<file path="config.mk">
export PLATFORM = sky130hd
export DESIGN_NAME = spi_op_arbiter_flat
export DESIGN_NICKNAME = d
export VERILOG_FILES = /design/src/rtl/spi_op_pkg.sv /design/src/rtl/spi_op_arbiter_if.sv /design/src/rtl/spi_bit_engine.sv /design/src/rtl/spi_op_arbiter.sv /design/src/flat_wrapper.sv
export SDC_FILE = /design/constraint.sdc
export NUM_CORES = 1
export LEC_CHECK = 0
export ABC_AREA = 1
export ABC_CLOCK_PERIOD_IN_PS = 9250
export BUFFER_PORTS_ARGS = -buffer_cell sky130_fd_sc_hd__buf_2
export CAP_MARGIN = 5
export CORE_UTILIZATION = 45
export CTS_BUF_LIST = sky130_fd_sc_hd__clkbuf_16
export DETAILED_ROUTE_END_ITERATION = 10
export PLACE_DENSITY_LB_ADDON = 0.05
export SLEW_MARGIN = 5
export SYNTH_ARGS = -nofsm -noshare
export SYNTH_HDL_FRONTEND = slang
export SYNTH_SLANG_ARGS = --single-unit
</file>
<file path="constraint.sdc">
create_clock -name clock -period 9.25 [get_ports clock]
set_input_delay 1.85 -clock clock [delete_from_list [all_inputs] [get_ports clock]]
set_output_delay 1.85 -clock clock [all_outputs]
set_load 0.03 [all_outputs]
</file>
<file path="src/rtl/spi_op_pkg.sv">
// spi_op_pkg: state encoding, opcodes and sizing helper
// shared by the operation arbiter and the shift/ALU slave.
package spi_op_pkg;

  localparam int OPCODE_W = 4;
  localparam logic [OPCODE_W-1:0] OP_SHL = 4'b0110;
  localparam logic [OPCODE_W-1:0] OP_SHR = 4'b0111;

  typedef enum logic [2:0] {
    IDLE,
    SEND_OP,
    SEND_A,
    SEND_B,
    EXEC_WAIT,
    RECV,
    DONE,
    GUARD
  } state_t;

  function automatic int id_width(int n);
    return (n > 1) ? $clog2(n) : 1;
  endfunction

endpackage

</file>
<file path="src/rtl/spi_op_arbiter_if.sv">
// spi_op_arbiter_if: per-requester operation handshake
// plus the shared completion bus.
interface spi_op_arbiter_if #(
  parameter int NUM_REQ   = 2,
  parameter int REG_WIDTH = 32
);
  import spi_op_pkg::*;

  localparam int ID_W = id_width(NUM_REQ);

  logic [NUM_REQ-1:0]                req_valid;
  logic [NUM_REQ-1:0]                req_ready;
  logic [NUM_REQ-1:0][OPCODE_W-1:0]  req_opcode;
  logic [NUM_REQ-1:0][REG_WIDTH-1:0] req_a;
  logic [NUM_REQ-1:0][REG_WIDTH-1:0] req_b;
  logic                              rsp_valid;
  logic [ID_W-1:0]                   rsp_id;
  logic [REG_WIDTH-1:0]              rsp_data;

  modport master (
    output req_valid, req_opcode, req_a, req_b,
    input  req_ready, rsp_valid, rsp_id, rsp_data
  );

  modport slave (
    input  req_valid, req_opcode, req_a, req_b,
    output req_ready, rsp_valid, rsp_id, rsp_data
  );

endinterface

</file>
<file path="src/rtl/spi_bit_engine.sv">
// spi_bit_engine: per-bit sclk timing, MSB-first shift
// register and bit counter for one SPI field.
module spi_bit_engine #(
  parameter int REG_WIDTH = 32,
  parameter int SCLK_LOW  = 3
) (
  input  logic                 clock,
  input  logic                 reset,
  input  logic                 load,
  input  logic                 run,
  input  logic [REG_WIDTH-1:0] load_val,
  input  logic [5:0]           last_idx,
  input  logic                 miso,
  output logic                 sclk,
  output logic                 mosi,
  output logic                 last,
  output logic [REG_WIDTH-1:0] rx_word
);

  localparam int PW = $clog2(SCLK_LOW + 1);

  logic [PW-1:0]        phase_q;
  logic [5:0]           cnt_q;
  logic [REG_WIDTH-1:0] sr_q;
  logic                 hi;

  assign hi      = run && (phase_q == PW'(SCLK_LOW));
  assign sclk    = hi;
  assign mosi    = run && sr_q[REG_WIDTH-1];
  assign last    = hi && (cnt_q == last_idx);
  assign rx_word = {sr_q[REG_WIDTH-2:0], miso};

  // Phase/bit counters and shift register; one shift per sclk-high cycle.
  always_ff @(posedge clock or posedge reset) begin
    if (reset) begin
      phase_q <= '0;
      cnt_q   <= '0;
      sr_q    <= '0;
    end else if (load) begin
      phase_q <= '0;
      cnt_q   <= '0;
      sr_q    <= load_val;
    end else if (run) begin
      if (hi) begin
        phase_q <= '0;
        cnt_q   <= cnt_q + 6'd1;
        sr_q    <= rx_word;
      end else begin
        phase_q <= phase_q + 1'b1;
      end
    end
  end

endmodule

</file>
<file path="src/rtl/spi_op_arbiter.sv">
// spi_op_arbiter: round-robin arbiter that ships one
// opcode/A/B operation over SPI and returns the result.
module spi_op_arbiter
  import spi_op_pkg::*;
#(
  parameter int NUM_REQ   = 2,
  parameter int REG_WIDTH = 32,
  parameter int SCLK_LOW  = 3,
  parameter int EXEC_GAP  = 4
) (
  input  logic            clock,
  input  logic            reset,
  spi_op_arbiter_if.slave bus,
  output logic            sclk,
  output logic            nss,
  output logic            mosi,
  input  logic            miso,
  output logic            busy
);

  localparam int ID_W = id_width(NUM_REQ);
  localparam int GW   = $clog2(EXEC_GAP + 2) + 1;

  state_t               state_q, state_d;
  logic [ID_W-1:0]      ptr_q, gnt_idx, own_q, nxt_ptr;
  logic [ID_W:0]        cand;
  logic                 gnt_any, gnt_fire;
  logic                 load, run, last, eng_mosi;
  logic [5:0]           last_idx;
  logic [GW-1:0]        gap_q;
  logic [REG_WIDTH-1:0] a_q, b_q, load_val, rx_word;
  logic [ID_W-1:0]      rsp_id_q;
  logic [REG_WIDTH-1:0] rsp_data_q;

  // Round-robin pick: first valid index at or after the pointer.
  always_comb begin
    gnt_any = 1'b0;
    gnt_idx = '0;
    cand    = '0;
    for (int i = NUM_REQ - 1; i >= 0; i--) begin
      cand = {1'b0, ptr_q} + (ID_W+1)'(i);
      if (cand >= (ID_W+1)'(NUM_REQ))
        cand = cand - (ID_W+1)'(NUM_REQ);
      if (bus.req_valid[cand[ID_W-1:0]]) begin
        gnt_any = 1'b1;
        gnt_idx = cand[ID_W-1:0];
      end
    end
  end

  assign gnt_fire = (state_q == IDLE) && gnt_any && !reset;
  assign nxt_ptr  = (gnt_idx == ID_W'(NUM_REQ - 1)) ? '0
                  : gnt_idx + 1'b1;

  // State register.
  always_ff @(posedge clock or posedge reset) begin
    if (reset) state_q <= IDLE;
    else       state_q <= state_d;
  end

  // Next-state: field ends are signalled by the bit engine.
  always_comb begin
    state_d = state_q;
    unique case (state_q)
      IDLE:      if (gnt_fire) state_d = SEND_OP;
      SEND_OP:   if (last) state_d = SEND_A;
      SEND_A:    if (last) state_d = SEND_B;
      SEND_B:    if (last) state_d = EXEC_WAIT;
      EXEC_WAIT: if (gap_q == GW'(EXEC_GAP - 1)) state_d = RECV;
      RECV:      if (last) state_d = DONE;
      DONE:      state_d = GUARD;
      GUARD:     if (gap_q == GW'(1)) state_d = IDLE;
      default:   state_d = IDLE;
    endcase
  end

  // Outputs: chip select, handshake, engine control and field payload.
  always_comb begin
    run           = 1'b0;
    nss           = 1'b1;
    busy          = gnt_fire;
    bus.rsp_valid = 1'b0;
    bus.req_ready = '0;
    if (gnt_fire) bus.req_ready[gnt_idx] = 1'b1;
    unique case (state_q)
      SEND_OP, SEND_A, SEND_B, RECV: begin
        run  = 1'b1;
        nss  = 1'b0;
        busy = 1'b1;
      end
      EXEC_WAIT: begin
        nss  = 1'b0;
        busy = 1'b1;
      end
      DONE: begin
        busy          = 1'b1;
        bus.rsp_valid = 1'b1;
      end
      default: ;
    endcase
    last_idx = (state_q == SEND_OP) ? 6'd3
             : 6'(REG_WIDTH - 1);
    load     = (state_d != state_q);
    load_val = '0;
    unique case (state_d)
      SEND_OP: load_val = {bus.req_opcode[gnt_idx],
                           {(REG_WIDTH-OPCODE_W){1'b0}}};
      SEND_A:  load_val = a_q;
      SEND_B:  load_val = b_q;
      default: load_val = '0;
    endcase
    mosi = eng_mosi && (state_q != RECV);
  end

  // Wait counter for the execution gap and the nss guard.
  always_ff @(posedge clock or posedge reset) begin
    if (reset)
      gap_q <= '0;
    else if (state_d != state_q)
      gap_q <= '0;
    else if (state_q == EXEC_WAIT || state_q == GUARD)
      gap_q <= gap_q + 1'b1;
  end

  // Operand capture at grant, result/owner capture on the last bit.
  always_ff @(posedge clock or posedge reset) begin
    if (reset) begin
      a_q        <= '0;
      b_q        <= '0;
      own_q      <= '0;
      ptr_q      <= '0;
      rsp_id_q   <= '0;
      rsp_data_q <= '0;
    end else begin
      if (gnt_fire) begin
        a_q   <= bus.req_a[gnt_idx];
        b_q   <= bus.req_b[gnt_idx];
        own_q <= gnt_idx;
        ptr_q <= nxt_ptr;
      end
      if (state_q == RECV && last) begin
        rsp_id_q   <= own_q;
        rsp_data_q <= rx_word;
      end
    end
  end

  assign bus.rsp_id   = rsp_id_q;
  assign bus.rsp_data = rsp_data_q;

  spi_bit_engine #(
    .REG_WIDTH (REG_WIDTH),
    .SCLK_LOW  (SCLK_LOW)
  ) u_eng (
    .clock    (clock),
    .reset    (reset),
    .load     (load),
    .run      (run),
    .load_val (load_val),
    .last_idx (last_idx),
    .miso     (miso),
    .sclk     (sclk),
    .mosi     (eng_mosi),
    .last     (last),
    .rx_word  (rx_word)
  );

endmodule

</file>
<file path="src/flat_wrapper.sv">
// flat-port wrapper written by rule: the top's interface ports become plain ports
module spi_op_arbiter_flat import spi_op_pkg::*;
#(
  parameter int NUM_REQ   = 2,
  parameter int REG_WIDTH = 32,
  parameter int SCLK_LOW  = 3,
  parameter int EXEC_GAP  = 4
)
  (clock, reset, sclk, nss, mosi, miso, busy, bus_req_valid, bus_req_opcode, bus_req_a, bus_req_b, bus_req_ready, bus_rsp_valid, bus_rsp_id, bus_rsp_data);
  spi_op_arbiter_if #(.NUM_REQ(NUM_REQ), .REG_WIDTH(REG_WIDTH)) bus_i ();
  input  logic clock;
  input  logic reset;
  output logic sclk;
  output logic nss;
  output logic mosi;
  input  logic miso;
  output logic busy;
  input wire logic [$bits(bus_i.req_valid)-1:0] bus_req_valid;
  input wire logic [$bits(bus_i.req_opcode)-1:0] bus_req_opcode;
  input wire logic [$bits(bus_i.req_a)-1:0] bus_req_a;
  input wire logic [$bits(bus_i.req_b)-1:0] bus_req_b;
  output wire logic [$bits(bus_i.req_ready)-1:0] bus_req_ready;
  output wire logic [$bits(bus_i.rsp_valid)-1:0] bus_rsp_valid;
  output wire logic [$bits(bus_i.rsp_id)-1:0] bus_rsp_id;
  output wire logic [$bits(bus_i.rsp_data)-1:0] bus_rsp_data;
  assign bus_i.req_valid = bus_req_valid;
  assign bus_i.req_opcode = bus_req_opcode;
  assign bus_i.req_a = bus_req_a;
  assign bus_i.req_b = bus_req_b;
  assign bus_req_ready = bus_i.req_ready;
  assign bus_rsp_valid = bus_i.rsp_valid;
  assign bus_rsp_id = bus_i.rsp_id;
  assign bus_rsp_data = bus_i.rsp_data;
  spi_op_arbiter #(.NUM_REQ(NUM_REQ), .REG_WIDTH(REG_WIDTH), .SCLK_LOW(SCLK_LOW), .EXEC_GAP(EXEC_GAP)) u_core (.clock(clock), .reset(reset), .bus(bus_i), .sclk(sclk), .nss(nss), .mosi(mosi), .miso(miso), .busy(busy));
endmodule
</file>
Word level (Yosys, flattened, before mapping)
Index checks and enable logic that the tools add are counted.

Output and inout port bits: 40. Memory bits (read-only): 0. Memories: 0. Latch bits: 0. Bits in writable memories: 0. Register bits: 146.

Divide/modulo/power cells: 0. Multiplexer cells: 45. Magnitude comparators: 6. Shifts and indexed selects: 0. Bitwise logic cells: 0. Multipliers: 0. Reductions and logical operators: 18. $add $sub $neg: 7. Equality and inequality tests: 16.

Operator list (number): 32-bit two-way mux (7); 32-bit case mux with 3 select lines (1); 3-bit case mux with 8 select lines (1); 3-bit two-way mux (7); 6-bit two-way mux (3); 1-bit two-way mux (16); 4-bit two-way mux (4); 3-bit by 2-bit == test with 1-bit output, second input constant (4); 3-bit == test, second input constant (4); 1-bit logical AND (8); 2-bit two-way mux (4); 6-bit by 1-bit adder with 6-bit output, second input constant (1); 3-bit by 1-bit == test with 1-bit output, second input constant (2); 6-bit == test (1); 1-bit by 2-bit less-than comparator with 1-bit output, second input constant (3); 2-bit nonzero test (3); 6-bit OR reduction (1); 5-bit two-way mux (1); 5-bit OR reduction (1); 4-bit by 1-bit adder with 4-bit output, second input constant (1); 4-bit by 1-bit == test with 1-bit output, second input constant (1); 4-bit by 2-bit == test with 1-bit output, second input constant (1); 4-bit OR reduction (1); 3-bit logical NOT (1); other kinds (14) (15).

Logic depth before layout (Yosys ltp)
Word-level depth: 14. Depth in mapped cells: 17. Depth with buffers taken out: 16.

Hierarchy
Synthesis repeated with hierarchy kept, for this count alone.

Cells, all modules: 880. Area, all modules: 7467.2 um^2.

Modules (own cells, without submodules): spi_op_arbiter (seq. area each 2652.5 um^2, area an instance 5195.0 um^2, times used 1, cells an instance 593); spi_bit_engine (seq. area each 1001.0 um^2, area an instance 2272.2 um^2, times used 1, cells an instance 287).

Worst setup path after synthesis
OpenSTA, ideal clock, no wires.

Path type: input to output. Start: input reset. End: output bus_req_ready[1]. Arrival time: 6521 ps. Setup slack: 879 ps. Path buffers: 1. Cell stages on the path: 6. Data required time: 7400 ps. Cells stage by stage: inv_1 > o21ai_0 > nor2_1 > inv_1 > nor2_1 > clkbuf_1.

Longest elaborated chain between the ends: 3.

Ends and longest elaborated chain: start: declaration (line flat_wrapper.sv:12) `input logic reset;`; 1-bit logical NOT (line spi_op_arbiter.sv:51) `assign gnt_fire = (state_q == IDLE) && gnt_any && !reset;`; 1-bit logical AND (line spi_op_arbiter.sv:51); 2-bit two-way mux (line spi_op_arbiter.sv:84) `if (gnt_fire) bus.req_ready[gnt_idx] = 1'b1;`; end: declaration (line flat_wrapper.sv:22) `output wire logic [$bits(bus_i.req_ready)-1:0] bus_req_ready;`.

No other way between the ends.

Worst setup path after layout
Start: input reset. End: output bus_req_ready[0].

Same word-level chain as after synthesis.

==> impl_metrics.ini <==
[synth]
syn_nets = 1023
synth-seq-cells = 146
synth_top_area_share = 0.523
synth_area_leaders = dfrtp_1 (52%), nand2_1 (19%), nand3_1 (7.6%), o21ai_0 (3.9%), inv_1 (2.4%)
seq_area_frac_synth = 0.523
syn_area_sq_um = 6990
yosysTopAreaCell = dfrtp_1
yosys_warnings = 0
synth_area_per_cell_sq_um = 7.96
syn_inst = 878
synth_cell_type_count = 28

[cells_and_area]
diodes = 0
finish.instance_area_sq_um = 8510
fin_util = 0.560
drive_above_1_share = 0.233
multi_input_area_sq_um = 2920
ff_latch_area_sq_um = 3650
nets = 1177
area_growth_pct = 21.7
n_fill_cell = 1481

[sta]
min_period_ps = 6000
drv_slew = 0
fin_skew_ps = 8.71
worst_slack_ps = 3250
hold_viol = 0
setup_tns_ps = 0
max-slew-margin-rel = 0.228
fin_crit_sh = 0.649
rsz0062_at_grt = no
tightest_slew_ps = 1160
fmax_ghz = 0.167
setup_viol_count_final = 0

[drt]
wire_per_inst_um = 15.4
first_iter_violations = 468
drt_wl_total_um = 19000
drc = 0
drt_first_pass_iters = 7
drt-vias-per-instance = 5.15
ant_nets = 0
num_vias = 6349

[critical_path]
cpPeakStageDelay_ps = 530
end_kind = output port
cpLargestDelayFamily = buffers and inverters
path_class = input pin to output port
critPathBufInv = 5
cp_data_arrival_time_ps = 4150
cp.required_ps = 7400
r2r_cells = 13
start_kind = input pin
crit_slowest_cell = inv_6
crit_chain = buf_2, inv_6, o21ai_0, nor2_1, nand2_1, inv_2, buf_4, buf_2
cp_common_cell = buf_2
critical_path.max_fanout = 87
cp.depth = 8

[power]
ir_drop_mv = 0.169
finalPower_mw = 2.36
clkPwrFrac = 0.287
p_sw_uw = 873
pwr-share-seq = 0.406
intPower_mw = 1.48
switching_share = 0.370
p_per_area_nw_per_um2 = 277
combPwrFrac = 0.306
leakage_nw = 4.46

[grt]
grt_usage = 0.248
grt_max_degree = 88
grt-ovfl-total = 0
grt_pass1_wl_um = 30700
grt_antenna_before_repair = 0
grt_pass1_vias = 5913

[floorplan]
die-area_sq_um = 16000
coreArea_sq_um = 15200
num_io_pins = 181
row_count = 45
start_util = 0.460
die_h_um = 127
chipWidth_um = 127

[place]
numPortBuffers = 180
place_area_sq_um = 7930
dpl_worst_slack_ps = 3170
gp_congestion = 0.840
hpwl_um = 12900

[clock_tree]
postCtsSetupBuffers = 0
cts_max_path_buffers = 2
cts_sinks = 146
clk_pin_slew_ps = 60
cts_root_buf = clkbuf_16
cts_buffers = 17
postCtsHoldBufs = 0
htree_num_levels = 4
cts_tree = yes
insertion_delay_ps = 430
cts_resized = 0

[status]
run_status = finished, final reports clean

[worst_hold_path]
min_path_type = flip-flop to flip-flop
whs_path_depth = 2

[flow_run]
max_cap_violations = 0
-- tightest hold or removal path: stages (launching register included) --
cell and delay, ps:
dfrtp_1 330, nand2_1 50, o21ai_0 50
-- metal layers --
metal | up-vias | global-route usage | share of wire
li1 | 3132 | - | -
met1 | 2974 | 0.389 | 0.50
met2 | 223 | 0.339 | 0.42
met3 | 20 | 0.0489 | 0.061
met4 | 0 | 0.0858 | 0.017
met5 | - | 0 | 0
-- logic make-up (layout without fill, tap and decap cells) --
group                      Yosys count  after routing  synth area share
xor gates and xnor gates             7              7           0.00877
adders and majority gates            4              4           0.00716
buffers and inverters               98            265            0.0614
DFF                                146            146             0.523
muxes                               14             14            0.0225
and+or+nand+nor                    510            510             0.300
AOI/OAI and AO/OA                   99             99            0.0773
-- cell usage in the layout, fill, tap and decap left out --
master	instances
dfrtp_1	146
mux2_2	14
o21ai_1	4
nor3_1	1
clkinv_2	3
inv_1	44
ha_1	4
nand2_2	2
o22ai_1	1
bufinv_16	3
nand4_1	3
nand2_1	349
a211oi_1	1
a22oi_1	16
a21oi_1	21
nor2_4	1
buf_4	5
a31oi_1	1
xor2_1	5
nor2_1	41
xnor2_1	2
nand2_4	2
clkinvlp_4	2
o21ai_0	55
clkbuf_16	17
nand3_1	105
clkinv_4	1
inv_2	6
inv_6	1
clkinv_1	3
buf_2	180
nor2_2	2
nand3_2	4
-- final timing paths --
path                                                     startpoint                             endpoint  slack (ps)
worst min-delay path            u_core.bus.rsp_data[10]$_DFFE_PP0P_  u_core.bus.rsp_data[10]$_DFFE_PP0P_         470
worst max-delay path                                          reset                     bus_req_ready[0]        3250
worst max register to register          u_core.state_q[0]$_DFF_PP0_     u_core.u_eng.sr_q[5]$_DFFE_PP0P_        5110
min in group asynchronous                                     reset    u_core.u_eng.cnt_q[2]$_DFFE_PP0P_        1570
worst min register to register  u_core.bus.rsp_data[10]$_DFFE_PP0P_  u_core.bus.rsp_data[10]$_DFFE_PP0P_         470
max in group asynchronous                                     reset  u_core.bus.rsp_data[21]$_DFFE_PP0P_        6380
-- power groups by stage --
stage               combinational (mW)  clock (mW)  sequential (mW)
floorplan                        0.595           0            0.926
CTS                              0.725       0.686            0.955
global placement                 0.717           0            0.965
detailed placement               0.720           0            0.964
global route                     0.825       0.707            0.979
finish                           0.722       0.677            0.958
-- metrics by stage --
stage	hold WS, ps	std cells
floorplan	449	878
global placement	459	1201
detailed placement	465	1201
CTS	482	1233
global route	498	1233
finish	474	1233
-- Yosys cell counts --
cell / number
nand3_2: 3
o21ai_1: 4
nand2_2: 2
nand2_1: 349
buf_1: 4
nor3_1: 1
buf_2: 7
a22oi_1: 16
nor2_1: 42
a211oi_1: 1
nand3_1: 106
dfrtp_1: 146
inv_2: 4
mux2_2: 14
nand4_1: 3
nor2_2: 2
xor2_1: 5
buf_4: 6
buf_6: 4
inv_1: 44
ha_1: 4
o21ai_0: 55
a21oi_1: 21
xnor2_1: 2
nand2_4: 2
o22ai_1: 1
clkbuf_1: 29
a31oi_1: 1
-- flip-flops by register name, summed over array words and instances, names as in the netlist --
register and cells:
u_core.a_q 32, u_core.b_q 32, u_core.bus.rsp_data 32, u_core.bus.rsp_id 1, u_core.gap_q 4, u_core.own_q 1
u_core.ptr_q 1, u_core.state_q 3, u_core.u_eng.cnt_q 6, u_core.u_eng.phase_q 2, u_core.u_eng.sr_q 32
-- cell type report --
class                           count  area share
Inverter                           48      0.0218
Sequential cell                   146       0.429
Clock buffer                       17      0.0500
Timing Repair Buffer              185       0.110
Clock inverter                     15      0.0178
Multi-Input combinational cell    634       0.343
Tap cell                          188      0.0276
No activity file was read; power rests on OpenSTA's default activity.
